### config.mk
export PLATFORM = sky130hd
export DESIGN_NAME = ibm_pro
export DESIGN_NICKNAME = d
export VERILOG_FILES = /design/src/rtl/ibm_pro.sv
export SDC_FILE = /design/constraint.sdc
export NUM_CORES = 1
export LEC_CHECK = 0
export ABC_AREA = 1
export CAP_MARGIN = 20
export CORE_MARGIN = 10
export CORE_UTILIZATION = 40
export DETAILED_ROUTE_END_ITERATION = 6
export DONT_BUFFER_PORTS = 1
export MAX_ROUTING_LAYER = met4
export RECOVER_POWER = 50
export SYNTH_ARGS = -nofsm -noshare
export SYNTH_HDL_FRONTEND = slang
export SYNTH_SLANG_ARGS = --single-unit
### constraint.sdc
create_clock -name clk -period 2.21 [get_ports clk]
set_clock_uncertainty 0.1 [all_clocks]
set_input_delay 0.442 -clock clk [delete_from_list [all_inputs] [get_ports clk]]
set_output_delay 0.442 -clock clk [all_outputs]
set_load 0.02 [all_outputs]
### src/rtl/ibm_pro.sv
// ibm_pro: input buffer manager packet filter.
// Accepts beat-tagged packets (tag 01 head, 11 body, 10 tail), forwards packets
// whose head carries an accepted type, truncates over-long packets, discards
// the rest, and emits per-packet valid/metadata toward the data cache.
// Ports:
//   clk, rst                           clock, synchronous active-high reset
//   in_ibm_data/_wr                    input beat and strobe
//   in_ibm_valid/_wr                   per-packet valid flag (read on tail)
//   in_ibm_tsn_md/_wr                  TSN metadata and capture strobe
//   in_ibm_ID, in_ibm_ID_count         buffer ID and free-ID count
//   cfg_type_single/_lo/_hi            accepted packet types
//   out_ibm_data/_wr                   forwarded beat and strobe
//   out_ibm_valid/_wr                  packet valid report
//   out_ibm_md/_wr                     packet metadata
//   out_ibm_bufm_ID                    delayed ID count
//   stat_pkt_cnt/drop_cnt/trunc_cnt    saturating statistics
module ibm_pro #(
  parameter int DW        = 134,
  parameter int TYPE_LSB  = 80,
  parameter int MDW       = 24,
  parameter int IDW       = 8,
  parameter int CNTW      = 5,
  parameter int MAX_BEATS = 128,
  parameter int ID_DLY    = 3
) (
  input  logic            clk,
  input  logic            rst,
  input  logic [DW-1:0]   in_ibm_data,
  input  logic            in_ibm_data_wr,
  input  logic            in_ibm_valid,
  input  logic            in_ibm_valid_wr,
  input  logic [MDW-1:0]  in_ibm_tsn_md,
  input  logic            in_ibm_tsn_md_wr,
  input  logic [IDW-1:0]  in_ibm_ID,
  input  logic [CNTW-1:0] in_ibm_ID_count,
  input  logic [7:0]      cfg_type_single,
  input  logic [7:0]      cfg_type_lo,
  input  logic [7:0]      cfg_type_hi,
  output logic [DW-1:0]   out_ibm_data,
  output logic            out_ibm_data_wr,
  output logic            out_ibm_valid,
  output logic            out_ibm_valid_wr,
  output logic [MDW-1:0]  out_ibm_md,
  output logic            out_ibm_md_wr,
  output logic [CNTW-1:0] out_ibm_bufm_ID,
  output logic [31:0]     stat_pkt_cnt,
  output logic [31:0]     stat_drop_cnt,
  output logic [15:0]     stat_trunc_cnt
);

  localparam int CW = $clog2(MAX_BEATS + 1);

  typedef enum logic [1:0] {IDLE, TRANS, DISC} state_t;

  state_t            state;
  logic [CW-1:0]     beat_cnt;
  // Only the upper metadata bits are ever emitted; the low bits carry the ID.
  logic [MDW-1:IDW]  tsn_md_q;
  logic              md_pend;
  logic [CNTW-1:0]   id_pipe [ID_DLY];

  logic [1:0]        tag;
  logic              is_head;
  logic              is_tail;
  logic [7:0]        pkt_type;
  logic              type_ok;
  logic [DW-1:0]     forced_tail;
  logic              unused_ok;

  always_comb begin
    tag         = in_ibm_data[DW-1:DW-2];
    is_head     = (tag == 2'b01);
    is_tail     = (tag == 2'b10);
    pkt_type    = in_ibm_data[TYPE_LSB +: 8];
    type_ok     = (pkt_type == cfg_type_single) ||
                  ((pkt_type >= cfg_type_lo) && (pkt_type <= cfg_type_hi));
    forced_tail = {2'b10, in_ibm_data[DW-3:0]};
  end

  assign unused_ok = ^{in_ibm_valid_wr, in_ibm_tsn_md[IDW-1:0]};

  always_ff @(posedge clk) begin
    if (rst) begin
      state            <= IDLE;
      beat_cnt         <= '0;
      out_ibm_data     <= '0;
      out_ibm_data_wr  <= 1'b0;
      out_ibm_valid    <= 1'b0;
      out_ibm_valid_wr <= 1'b0;
      stat_pkt_cnt     <= '0;
      stat_drop_cnt    <= '0;
      stat_trunc_cnt   <= '0;
    end else begin
      out_ibm_data     <= '0;
      out_ibm_data_wr  <= 1'b0;
      out_ibm_valid    <= 1'b0;
      out_ibm_valid_wr <= 1'b0;
      if (in_ibm_data_wr) begin
        case (state)
          IDLE: begin
            if (is_head) begin
              if (type_ok) begin
                out_ibm_data    <= in_ibm_data;
                out_ibm_data_wr <= 1'b1;
                beat_cnt        <= CW'(1);
                state           <= TRANS;
              end else begin
                if (stat_drop_cnt != '1) stat_drop_cnt <= stat_drop_cnt + 1'b1;
                state <= DISC;
              end
            end
          end
          TRANS: begin
            out_ibm_data_wr <= 1'b1;
            if (is_head) begin
              // New head before tail: close the open packet, drop the new one.
              out_ibm_data     <= forced_tail;
              out_ibm_valid_wr <= 1'b1;
              if (stat_drop_cnt != '1) stat_drop_cnt <= stat_drop_cnt + 1'b1;
              state <= DISC;
            end else if (is_tail) begin
              out_ibm_data     <= in_ibm_data;
              out_ibm_valid    <= in_ibm_valid;
              out_ibm_valid_wr <= 1'b1;
              if (stat_pkt_cnt != '1) stat_pkt_cnt <= stat_pkt_cnt + 1'b1;
              state <= IDLE;
            end else if (beat_cnt == CW'(MAX_BEATS - 1)) begin
              out_ibm_data     <= forced_tail;
              out_ibm_valid_wr <= 1'b1;
              if (stat_trunc_cnt != '1) stat_trunc_cnt <= stat_trunc_cnt + 1'b1;
              state <= DISC;
            end else begin
              out_ibm_data <= in_ibm_data;
              beat_cnt     <= beat_cnt + 1'b1;
            end
          end
          DISC: begin
            if (is_tail) state <= IDLE;
          end
          default: state <= IDLE;
        endcase
      end
    end
  end

  // Metadata follows a valid tail report by two cycles; tsn_md_q is read
  // before any capture on the same edge.
  always_ff @(posedge clk) begin
    if (rst) begin
      tsn_md_q      <= '0;
      md_pend       <= 1'b0;
      out_ibm_md    <= '0;
      out_ibm_md_wr <= 1'b0;
    end else begin
      if (in_ibm_tsn_md_wr) tsn_md_q <= in_ibm_tsn_md[MDW-1:IDW];
      md_pend       <= out_ibm_valid_wr & out_ibm_valid;
      out_ibm_md_wr <= md_pend;
      if (md_pend) out_ibm_md <= {tsn_md_q, in_ibm_ID};
    end
  end

  always_ff @(posedge clk) begin
    if (rst) begin
      for (int unsigned i = 0; i < ID_DLY; i++) id_pipe[i] <= '0;
    end else begin
      id_pipe[0] <= in_ibm_ID_count;
      for (int unsigned i = 1; i < ID_DLY; i++) id_pipe[i] <= id_pipe[i-1];
    end
  end

  assign out_ibm_bufm_ID = id_pipe[ID_DLY-1];

endmodule
* Yosys cells after proc, flatten, opt, wreduce, memory -nomap -nowiden
Memories as Yosys holds them, arrays and structs flattened.
Index checks and enable logic that the tools add are counted.
** Storage, ports and cells
- Bits in registers :: 269
- Output and inout port bits :: 247
- Word-level logic and storage cells :: 94
- Memories :: 1
- Memory bits (writable) :: 15
** Operators by class
- Magnitude comparators :: 2
- Eq/ne operators :: 18
- Mux-type cells :: 36
- Bitwise logic cells :: 8
- Reduce and logical (&&, ||, !) cells :: 12
- Add/subtract/negate cells :: 4
** Memories
- id_pipe :: depth 3, width 5, rd ports 3, clocked after memory_dff 0, wr ports 3, line 60 : logic [CNTW-1:0] id_pipe [ID_DLY];
** Operators with widths (count)
- two-way mux 134 bit :: 5
- case mux 134 bit (2 select lines) :: 1
- two-way mux 32 bit :: 4
- adder 32 x 1 -> 32 bit (second input constant) :: 2
- inequality test 32 bit (second input constant) :: 2
- case mux 32 bit (2 select lines) :: 1
- two-way mux 8 bit :: 5
- adder 16 x 1 -> 16 bit (second input constant) :: 1
- inequality test 16 bit (second input constant) :: 1
- inequality test 2 bit (second input constant) :: 8
- case mux 8 bit (2 select lines) :: 1
- two-way mux 5 bit :: 3
- two-way mux 2 bit :: 6
- AND reduction 5 bit :: 2
- adder 8 x 1 -> 8 bit (second input constant) :: 1
- equality test 8 x 7 -> 1 bit (second input constant) :: 1
- equality test 8 bit :: 1
- >= comparator 8 bit :: 1
- less-or-equal comparator 8 bit :: 1
- two-way mux 1 bit :: 8
- AND reduction 7 bit :: 1
- case mux 2 bit (3 select lines) :: 1
- AND reduction 6 bit :: 1
- OR reduction 5 bit :: 1
- other kinds (14) :: 21

* Logic depth before layout (Yosys ltp)
Gate-level depths: netlist (run 1).
- Depth after elaboration :: 6
- Gate-level depth with buffers :: 17
- Mapped depth without buffers :: 17

* Worst setup path before layout (run 1)
OpenSTA, ideal clock, no wires.
- Path kind :: input-to-reg
- Start point :: input in_ibm_data[80]
- End point :: register out_ibm_data[100]
- Arrival time :: 1886 ps
- Buffers on the path :: 2
- Stages :: 14
- Setup time :: 131 ps
- Required time :: 1979 ps
- Setup slack :: 93 ps
- Cell sequence :: inv_1 ha_1 nand2_1 nand3_1 nand2_1 nand2_1 nand2_1 nand2_1 nand2_1 nand2_2 a21oi_2 buf_2 buf_2 nor3b_1
** On the way
- Longest elaborated chain between the ends :: 6
- Elaborated cells between the ends (all ways) :: 8
** RTL lines
- from (decl) :: line 28 : input logic [DW-1:0] in_ibm_data,
- >= comparator 8 bit or less-or-equal comparator 8 bit (tied branches) :: line 76 : ((pkt_type >= cfg_type_lo) && (pkt_type <= cfg_type_hi));
- logical AND 1 bit :: line 76
- logical OR 1 bit * :: line 75 : type_ok = (pkt_type == cfg_type_single) ||
- two-way mux 134 bit * :: line 102 : if (type_ok) begin
- two-way mux 134 bit * :: line 101 : if (is_head) begin
- case mux 134 bit (2 select lines) * :: line 99 : case (state)
- to (signal assigned) :: line 103 : out_ibm_data <= in_ibm_data;
- to (signal assigned) :: line 117 : out_ibm_data <= forced_tail;
- to (signal assigned) :: line 122 : out_ibm_data <= in_ibm_data;
- to (decl) :: line 39 : output logic [DW-1:0] out_ibm_data,
Mark *: on every way between the ends. The rest lies on a longest branch, timed or not.
A chain may end at the register's enable or synchronous reset.

* Worst setup path in the final report (run 1)
- Start point :: register stat_drop_cnt[1]
- End point :: register stat_drop_cnt[16]
** On the way
- Longest elaborated chain between the ends :: 5
- Elaborated cells between the ends (all ways) :: 7
** RTL lines
- from (decl) :: line 47 : output logic [31:0] stat_drop_cnt,
- from (signal assigned) :: line 108 : if (stat_drop_cnt != '1) stat_drop_cnt <= stat_drop_cnt + 1'b1;
- from (signal assigned) :: line 119 : if (stat_drop_cnt != '1) stat_drop_cnt <= stat_drop_cnt + 1'b1;
- adder 32 x 1 -> 32 bit or inequality test 32 bit (tied branches) :: line 108, 119
- two-way mux 32 bit * :: line 108, 119
- two-way mux 32 bit :: line 102
- two-way mux 32 bit :: line 101
- case mux 32 bit (2 select lines) * :: line 99
Mark *: on every way between the ends. The rest lies on a longest branch, timed or not. The select of a mux whose other input is x is not followed.

==> flow_summary.toml, run 1 <==
[timing]
setup_viol = 0
hold_viol_final = 0
period_minus_slack_ns = 2.08
slew_violations = 0
min_period_over_period_pct = 94.2
holdWs_ns = 0.0459
tightest_slew_ns = 0.864
final.setup.worst_slack_ns = 0.128
fmax_ghz = 0.480
rsz0062_at_grt = "no"
tns_ns = 0
max_slew_margin_pct = 42.3

[place]
gpl.final_weighted_congestion = 0.928
pre_cts_ws_ns = -0.0551
io_buffers = 0
placed_area_um2 = 13000
post-dp-hpwl_um = 27800

[cts]
root_buffer = "clkbuf_16"
clock-sinks = 284
h-tree-depth = 1
clkTransAtPathRegs_ns = 0.06
cts_tree = "built"
max-clock-path-buffers = 3
cts_buffers = 30
clock_latency_ns = 0.55

[yosys]
avgSynthCellArea_um2 = 8.01
synth-seq-cells = 284
synth_nets = 1697
netlist_instances = 1473
synthesis.area_um2 = 11800
ys_async_sr_fraction_pct = 0
ys_top_cells_by_area = "dfxtp_1, nand2_1, nor3b_1, nor2_1, a21oi_1"
yosysMostFrequentCell = "dfxtp_1"
synth.top_cells.by_count = "dfxtp_1, nand2_1, nor2_1"
ys_warn_count = 0
synth-edff-count = 0
ys_types = 41
synth_seq_area_share_pct = 48.2
post-synth-top-area-cell = "dfxtp_1"
synth_flop_cell = "dfxtp_1"
synth_top_area_share_pct = 48.2

[layout]
nNetsFinal = 1959
drive_above_1_share_pct = 10.2
areaGrowthSynthToFinish_pct = 33.3
design_area_um2 = 15700
multiInputGateArea_um2 = 5370
fillers = 2580
register_area_um2 = 5690

[power]
power_frac_clock_pct = 43.8
p_switching_mw = 2.66
leakage_nw = 6.07
swShare_pct = 23.7
powerDensity_nw_per_um2 = 713
p_int_mw = 8.55
combinationalPowerShare_pct = 8.7
peakVddDrop_v = 0.000640
power_frac_seq_pct = 47.5

[worst_setup_path]
cp_max_fo = 16
path_class = "reg -> reg"
cp-end-kind = "register"
critPathRequiredTime_ns = 2.58
critPathArrivalTime_ns = 2.45
startpoint_type = "register"

[detailed_routing]
drtIter0Drc = 701
via_per_inst = 5.09
wl_um = 40300
postRouteAntennaNets = 0
first_pass_iters = 5
num_vias = 10926
drc = 0
wl_per_cell_um = 18.8

[floorplan]
die_area_um2 = 36800
rows = 62
die_h_um = 192
initial_core_util_pct = 40.8
ios = 448
core_um2 = 28900
die_w_um = 192

[global_routing]
overflow = 0
grt_pass1_wl_um = 61500
grt_max_degree = 89
antenna_found_initial = 2
grt_usage_pct = 21.2
grt_pass1_vias = 10801

[hold_path]
hp-class = "in -> reg"

[run_status]
status = "finished clean"

[flow_run]
maxCapViolCount = 0
==> repair_timing <==
item,CTS,global route
resized for setup,0,5
setup buffers,0,1
hold buffers,181,0
endpoints found under the setup margin,0,40
endpoints found under the hold margin,246,0
==> worst paths after layout <==
| check | from | end | slack [ns] | depth (start not counted) |
|---|---|---|---|---|
| worst max-delay path | stat_drop_cnt[1]$_SDFFE_PP0P_ | stat_drop_cnt[16]$_SDFFE_PP0P_ | 0.13 | 12 |
| worst min register to register | id_pipe[0][7]$_SDFF_PP0_ | id_pipe[0][12]$_SDFF_PP0_ | 0.30 | 2 |
| worst max register to register | stat_drop_cnt[1]$_SDFFE_PP0P_ | stat_drop_cnt[16]$_SDFFE_PP0P_ | 0.13 | 12 |
| worst min-delay path | rst | stat_pkt_cnt[26]$_SDFFE_PP0P_ | 0.05 | 3 |
==> logic make-up after synthesis <==
logic type	count (synthesis)	synth area share, %
buffers and inverters	183	6.58
flip-flops	284	48.2
adder cells (fa/ha/maj)	23	2.44
AO/OA/AOI/OAI	151	6.59
AND/OR/NAND/NOR	773	31.8
XOR/XNOR	59	4.38
==> cell usage in the layout, fill, tap and decap left out, drive strengths merged <==
cell	instances
a211oi	1
nor3	39
xor2	42
a21oi	85
diode	3
and3	1
nand2	287
a31oi	4
o21a	1
a21o	1
clkbuf	70
nor2	217
or2	4
nor4	8
and2	1
ha	23
dlygate4sd3	180
inv	109
dfxtp	284
nor3b	133
nand3	34
nand4	45
xnor2	17
bufinv	1
clkinvlp	3
nand3b	4
buf	100
o21ai	59
clkinv	6
==> registers in the layout, summed over array words and instances (netlist names) <==
register,cells
id_pipe,15
out_ibm_valid_wr,1
out_ibm_data,134
md_pend,1
stat_trunc_cnt,16
out_ibm_data_wr,1
tsn_md_q,16
stat_drop_cnt,32
state,2
stat_pkt_cnt,32
out_ibm_md,24
out_ibm_valid,1
out_ibm_md_wr,1
beat_cnt,8
==> layout make-up <==
type | instances | area share (%)
Antenna cell | 3 | 0.0478
Clock buffer | 45 | 5.59
Clock inverter | 11 | 0.605
Inverter | 108 | 2.61
Multi-Input combinational cell | 1006 | 34.2
Sequential cell | 284 | 36.2
Tap cell | 384 | 3.06
Timing Repair Buffer | 305 | 17.8
==> power by group through the flow <==
stage	Combinational [mW]	Clock, mW	Sequential, mW
floorplan	0.473	0	5.42
global placement	0.646	0	5.44
finish	0.974	4.91	5.33
detailed placement	0.657	0	5.44
CTS	0.955	5.05	5.33
global route	1.07	5.27	5.33
==> stage by stage <==
stage | total power, mW | cells | util [%]
finish | 11.2 | 2146 | 54.3
CTS | 11.3 | 2142 | 54.5
global placement | 6.08 | 1905 | 44.8
detailed placement | 6.10 | 1905 | 44.8
floorplan | 5.89 | 1473 | -
global route | 11.7 | 2145 | 54.3
==> worst max-delay path: stages, from the launching register on <==
cell,delay (ns)
dfxtp_1,0.34
ha_1,0.19
nand2_2,0.10
nor2_4,0.10
nand2_2,0.09
nor2_2,0.22
nand2_1,0.11
nand2_1,0.10
inv_2,0.14
nand3_2,0.16
buf_12,0.16
nand2_1,0.06
a21oi_1,0.13
==> layer usage <==
metal  part of all wire, %  vias to the layer above  track usage (%)  wire (um)
li1                      -                     5333                -          -
met1                    40                     5084             24.5      16100
met2                    48                      423             35.0      19500
met3                   8.9                       86             6.22       3590
met4                   2.8                        0             6.40       1130
met5                     0                        -                -          0
(Power assumes the default switching activity.)
==> run 2, diff against run 1 <==
CORE_ASPECT_RATIO = 0.75   (was unset)
PLACE_DENSITY = 0.66   (was unset)
==> flow_summary.toml, run 2 (synthesized netlist as in run 1, its figures left out) <==
[global_routing]
grt_max_degree = 89
grt_pass1_vias = 10885
grt_pass1_wl_um = 62600
grt_usage_pct = 21.7
antenna_found_initial = 3
overflow = 0

[timing]
hold_viol_final = 0
final.setup.worst_slack_ns = 0.119
tightest_slew_ns = 0.817
period_minus_slack_ns = 2.09
slew_violations = 0
setup_viol = 0
max_slew_margin_pct = 45.5
min_period_over_period_pct = 94.6
tns_ns = 0
fmax_ghz = 0.478
rsz0062_at_grt = "yes"

[worst_setup_path]
critical_path.cell_chain = "clkbuf_1, nand2_1, nor2_1, nand2_1, nor2_1, nand2_1, xnor2_1, nand2_1, a21oi_1"
path_buf_inv = 1
crit_top_cell = "nand2_1"
critPathArrivalTime_ns = 2.49
cp_top_family = "simple AND/OR/NAND/NOR gates"
critPathSlowestCell = "clkbuf_1"
startpoint_type = "register"
cp-end-kind = "register"
critPathRequiredTime_ns = 2.60
crit_path_max_incr_delay_ns = 0.36
path_class = "reg -> reg"
cp_max_fo = 3

[run_status]
status = "finished clean"

[detailed_routing]
wl_um = 41300
via_per_inst = 5.15
postRouteAntennaNets = 0
num_vias = 11045
drtIter0Drc = 889
first_pass_iters = 6
drc = 0
wl_per_cell_um = 19.2

[power]
power_frac_clock_pct = 44.6
swShare_pct = 23.5
peakVddDrop_v = 0.000663
p_int_mw = 8.71
powerDensity_nw_per_um2 = 726
p_switching_mw = 2.67
combinationalPowerShare_pct = 8.6
leakage_nw = 6.06
power_frac_seq_pct = 46.9

[floorplan]
initial_core_util_pct = 40.6
die_area_um2 = 36800
die_h_um = 169
ios = 448
rows = 54
core_um2 = 29100
die_w_um = 218

[cts]
clock_latency_ns = 0.57
cts_buffers = 28
clock-sinks = 284
max-clock-path-buffers = 3
cts_tree = "built"
clkTransAtPathRegs_ns = 0.07
root_buffer = "clkbuf_16"
h-tree-depth = 1

[place]
pre_cts_ws_ns = -0.0424
io_buffers = 0
gpl.final_weighted_congestion = 0.921
post-dp-hpwl_um = 27900

[layout]
nNetsFinal = 1954
areaGrowthSynthToFinish_pct = 32.8
layout_common_cells = "dfxtp_1, nand2_1, nor2_1"
drive_above_1_share_pct = 10.3
reg_top3 = "out_ibm_data x134, stat_drop_cnt x32, stat_pkt_cnt x32"
largest_reg_flops = 134
largest-register = "out_ibm_data"
final_common_cell = "dfxtp_1"

[hold_path]
hp-class = "in -> reg"

[flow_run]
maxCapViolCount = 0
[run 2: cell count changes in the layout (fill, tap and decap cells not counted), moves of 3 or more]
cell	delta
clkinvlp_4	-3
clkbuf_16	-3
buf_4	+3
bufinv_16	+4
clkbuf_1	-5
dlygate4sd3_1	-6
[run 2: path summary, 6_finish.rpt]
| path | startpoint | to | slack, ns | cells after the start |
|---|---|---|---|---|
| worst max-delay path | stat_pkt_cnt[9]$_SDFFE_PP0P_ | stat_pkt_cnt[27]$_SDFFE_PP0P_ | 0.12 | 9 |
| worst min-delay path | in_ibm_data[80] | out_ibm_data[80]$_SDFF_PP0_ | 0.08 | 3 |
| worst min register to register | id_pipe[0][4]$_SDFF_PP0_ | id_pipe[0][9]$_SDFF_PP0_ | 0.30 | 2 |
| worst max register to register | stat_pkt_cnt[9]$_SDFFE_PP0P_ | stat_pkt_cnt[27]$_SDFFE_PP0P_ | 0.12 | 9 |
[run 2: timing repair]
action | in CTS | in global routing
endpoints found under the hold margin | 240 | 0
buffers inserted | 0 | 3
hold buffers | 175 | 0
endpoints found under the setup margin | 0 | 42
gates resized for setup | 0 | 8
[run 2: power groups by stage]
stage,clock network [mW],registers [mW],logic [mW]
4_1_cts,5.16,5.33,0.951
2_1_floorplan,0,5.42,0.473
5_1_grt,5.40,5.33,1.06
6_report,5.07,5.33,0.973
3_5_place_dp,0,5.44,0.663
3_3_place_gp,0,5.44,0.649
[run 2: worst register-to-register path, stage by stage (launching register included)]
cell and delay, ns:
dfxtp_1 0.33, clkbuf_1 0.36, nand2_1 0.17, nor2_1 0.19
nand2_1 0.10, nor2_1 0.30, nand2_1 0.13, xnor2_1 0.17
nand2_1 0.07, a21oi_1 0.11
[run 2: area by class of cell]
| cell class | instances | area [um^2] |
|---|---|---|
| Antenna cell | 3 | 7.51 |
| Clock buffer | 39 | 772 |
| Clock inverter | 11 | 195 |
| Fill cell | 2607 | 13400 |
| Inverter | 108 | 410 |
| Multi-Input combinational cell | 1007 | 5360 |
| Sequential cell | 284 | 5690 |
| Tap cell | 392 | 490 |
| Timing Repair Buffer | 301 | 2750 |
[run 2: through the flow]
| step | instances | hold slack, ns | util, % | area, um^2 | total power [mW] |
|---|---|---|---|---|---|
| final | 2145 | 0.0772 | 53.9 | 15700 | 11.4 |
| after global routing | 2145 | 0.0542 | 53.9 | 15700 | 11.8 |
| after CTS | 2138 | 0.0384 | 54.1 | 15700 | 11.4 |
| after detailed placement | 1913 | 0.294 | 44.6 | 13000 | 6.11 |
| after global placement | 1913 | 0.291 | 44.6 | 13000 | 6.09 |
| after floorplan | 1473 | 0.288 | - | 11800 | 5.89 |
[run 2: layer usage]
layer	share of wire, %	GRT usage [%]	up-vias
li1	-	-	5319
met3	9.1	7.02	85
met4	3.1	6.87	0
met5	0	-	-
met1	39	24.9	5201
met2	49	35.4	440
==> run 3, diff against run 2 <==
PLACE_DENSITY = 0.64   (was 0.66)
REMOVE_ABC_BUFFERS = 1   (was unset)
clock period = 2.6 ns   (was 2.21 ns; I/O delays follow)
==> flow_summary.toml, run 3 (synthesized netlist as in run 1, its figures left out) <==
[cts]
h-tree-depth = 1
max-clock-path-buffers = 3
clkTransAtPathRegs_ns = 0.07
clock-sinks = 284
root_buffer = "clkbuf_16"
post_cts_buffers = 0
cts_resized = 0
cts_buffers = 28
cts_tree = "built"
clock_latency_ns = 0.55

[hold_path]
holdPathStages = 2
holdPathEnd = "out_ibm_md[2]$_SDFFE_PP0P_"
min_from = "in_ibm_ID[2]"
hp-class = "in -> reg"

[detailed_routing]
drc = 0
first_pass_iters = 6
drtIter0Drc = 980
num_vias = 10293
wl_um = 39400
postRouteAntennaNets = 0
wl_per_cell_um = 20.0
via_per_inst = 5.22

[layout]
nNetsFinal = 1782
largest-register = "out_ibm_data"
layout_common_cells = "dfxtp_1, nand2_1, nor2_1"
utilization_pct = 48.2
design_area_um2 = 14000
largest_reg_flops = 134
areaGrowthSynthToFinish_pct = 18.6
final_common_cell = "dfxtp_1"
drive_above_1_share_pct = 8.04
reg_top3 = "out_ibm_data x134, stat_drop_cnt x32, stat_pkt_cnt x32"

[place]
placed_area_um2 = 12700
post-dp-hpwl_um = 29200
gpl.final_weighted_congestion = 0.987
io_buffers = 0

[floorplan]
die_h_um = 169
rows = 54
die_area_um2 = 36800
ios = 448
die_w_um = 218
initial_core_util_pct = 40.6
core_um2 = 29100

[power]
leakage_nw = 5.21
powerDensity_nw_per_um2 = 674
power_mw = 9.43
peakVddDrop_v = 0.000641

[flow_run]
maxCapViolCount = 1

[global_routing]
grt_usage_pct = 20.9
overflow = 0
grt_max_degree = 89
grt_busiest_layer = "met2"
grt_pass1_wl_um = 59600
use_met2_pct = 32.3
met3_usage_pct = 6.72
antenna_found_initial = 2
grt_pass1_vias = 9876
grtUsageMet1_pct = 26.2

[worst_setup_path]
startpoint_type = "register"
regToRegSetupSlack_ns = 0.30
cp_max_fo = 5
cp-end-kind = "register"
r2r_cells = 9
r2r_start = "stat_pkt_cnt[1]$_SDFFE_PP0P_"
critPathArrivalTime_ns = 2.68
path_class = "reg -> reg"
critPathRequiredTime_ns = 2.98
reg2reg_to = "stat_pkt_cnt[31]$_SDFFE_PP0P_"

[timing]
setup_viol = 0
min_period_over_period_pct = 88.5
tightest_slew_ns = 1.68
period_minus_slack_ns = 2.30
hold_viol_final = 0
fmax_ghz = 0.434
max_slew_margin_pct = -12.1
slew_violations = 54
holdWs_ns = 0.0250
rsz0062_at_grt = "no"

[run_status]
status = "complete, but fails checks"
violations = "capacitance limit, slew limit"
run 3: cell count changes in the layout (fill, tap and decap cells not counted), sizes merged, moves of 2 or more:
| cell | previous run | this run |
|---|---|---|
| buf | 104 | 48 |
| clkbuf | 62 | 73 |
| clkinvlp | 0 | 2 |
| dlygate4sd3 | 174 | 45 |
run 3: power by group:
group | internal [mW] | switching [mW]
Clock | 2.55 | 1.74
Sequential | 4.43 | 0.104
Combinational | 0.237 | 0.368
Total | 7.21 | 2.21
run 3: routing by layer:
metal  up-vias  part of all wire [%]
met5         -                     0
met1      4842                    41
met3        52                    11
met2       430                    46
li1       4969                     -
met4         0                   2.0
run 3: worst max path at each step:
stage,startpoint,end,slack [ns]
global route,beat_cnt[0]$_SDFFE_PP0P_,stat_trunc_cnt[10]$_SDFFE_PP0P_,0.04
detailed placement,cfg_type_hi[7],out_ibm_data[128]$_SDFF_PP0_,0.19
floorplan,in_ibm_data[80],out_ibm_data[132]$_SDFF_PP0_,-2.11
global placement,cfg_type_hi[5],out_ibm_data[80]$_SDFF_PP0_,0.26
CTS,beat_cnt[0]$_SDFFE_PP0P_,stat_trunc_cnt[2]$_SDFFE_PP0P_,0.31
finish,stat_pkt_cnt[1]$_SDFFE_PP0P_,stat_pkt_cnt[31]$_SDFFE_PP0P_,0.30
run 3: cell type report:
class                      instances  area (um^2)
tap                              392          490
antenna                            2         5.00
timing repair buffer             130         1080
clock inverter                    14          179
multi-input combinational       1006         5350
fill                            2824        15100
clock buffer                      37          796
sequential                       284         5690
inverter                         108          407
run 3: what timing repair did:
action | in CTS | in global routing
hold buffers | 46 | 0
setup endpoints to repair | 0 | 0
hold endpoints to repair | 127 | 0
run 3: through the flow:
stage / worst slack [ns] / setup TNS, ns / cells
2_1_floorplan: -2.11 / -261.33 / 1398
3_3_place_gp: 0.263 / 0 / 1874
3_5_place_dp: 0.191 / 0 / 1874
4_1_cts: 0.306 / 0 / 1971
5_1_grt: 0.0422 / 0 / 1973
6_report: 0.298 / 0 / 1973
run 3: worst max-delay path, stage by stage (launching register included):
cell and delay (ns):
dfxtp_1 0.33, clkbuf_1 0.33, nand3_1 0.27, nor2_1 0.26, nand3_1 0.21, nor2_1 0.27, nand2_1 0.09, nor2_1 0.10
o21ai_0 0.10, a21oi_1 0.17
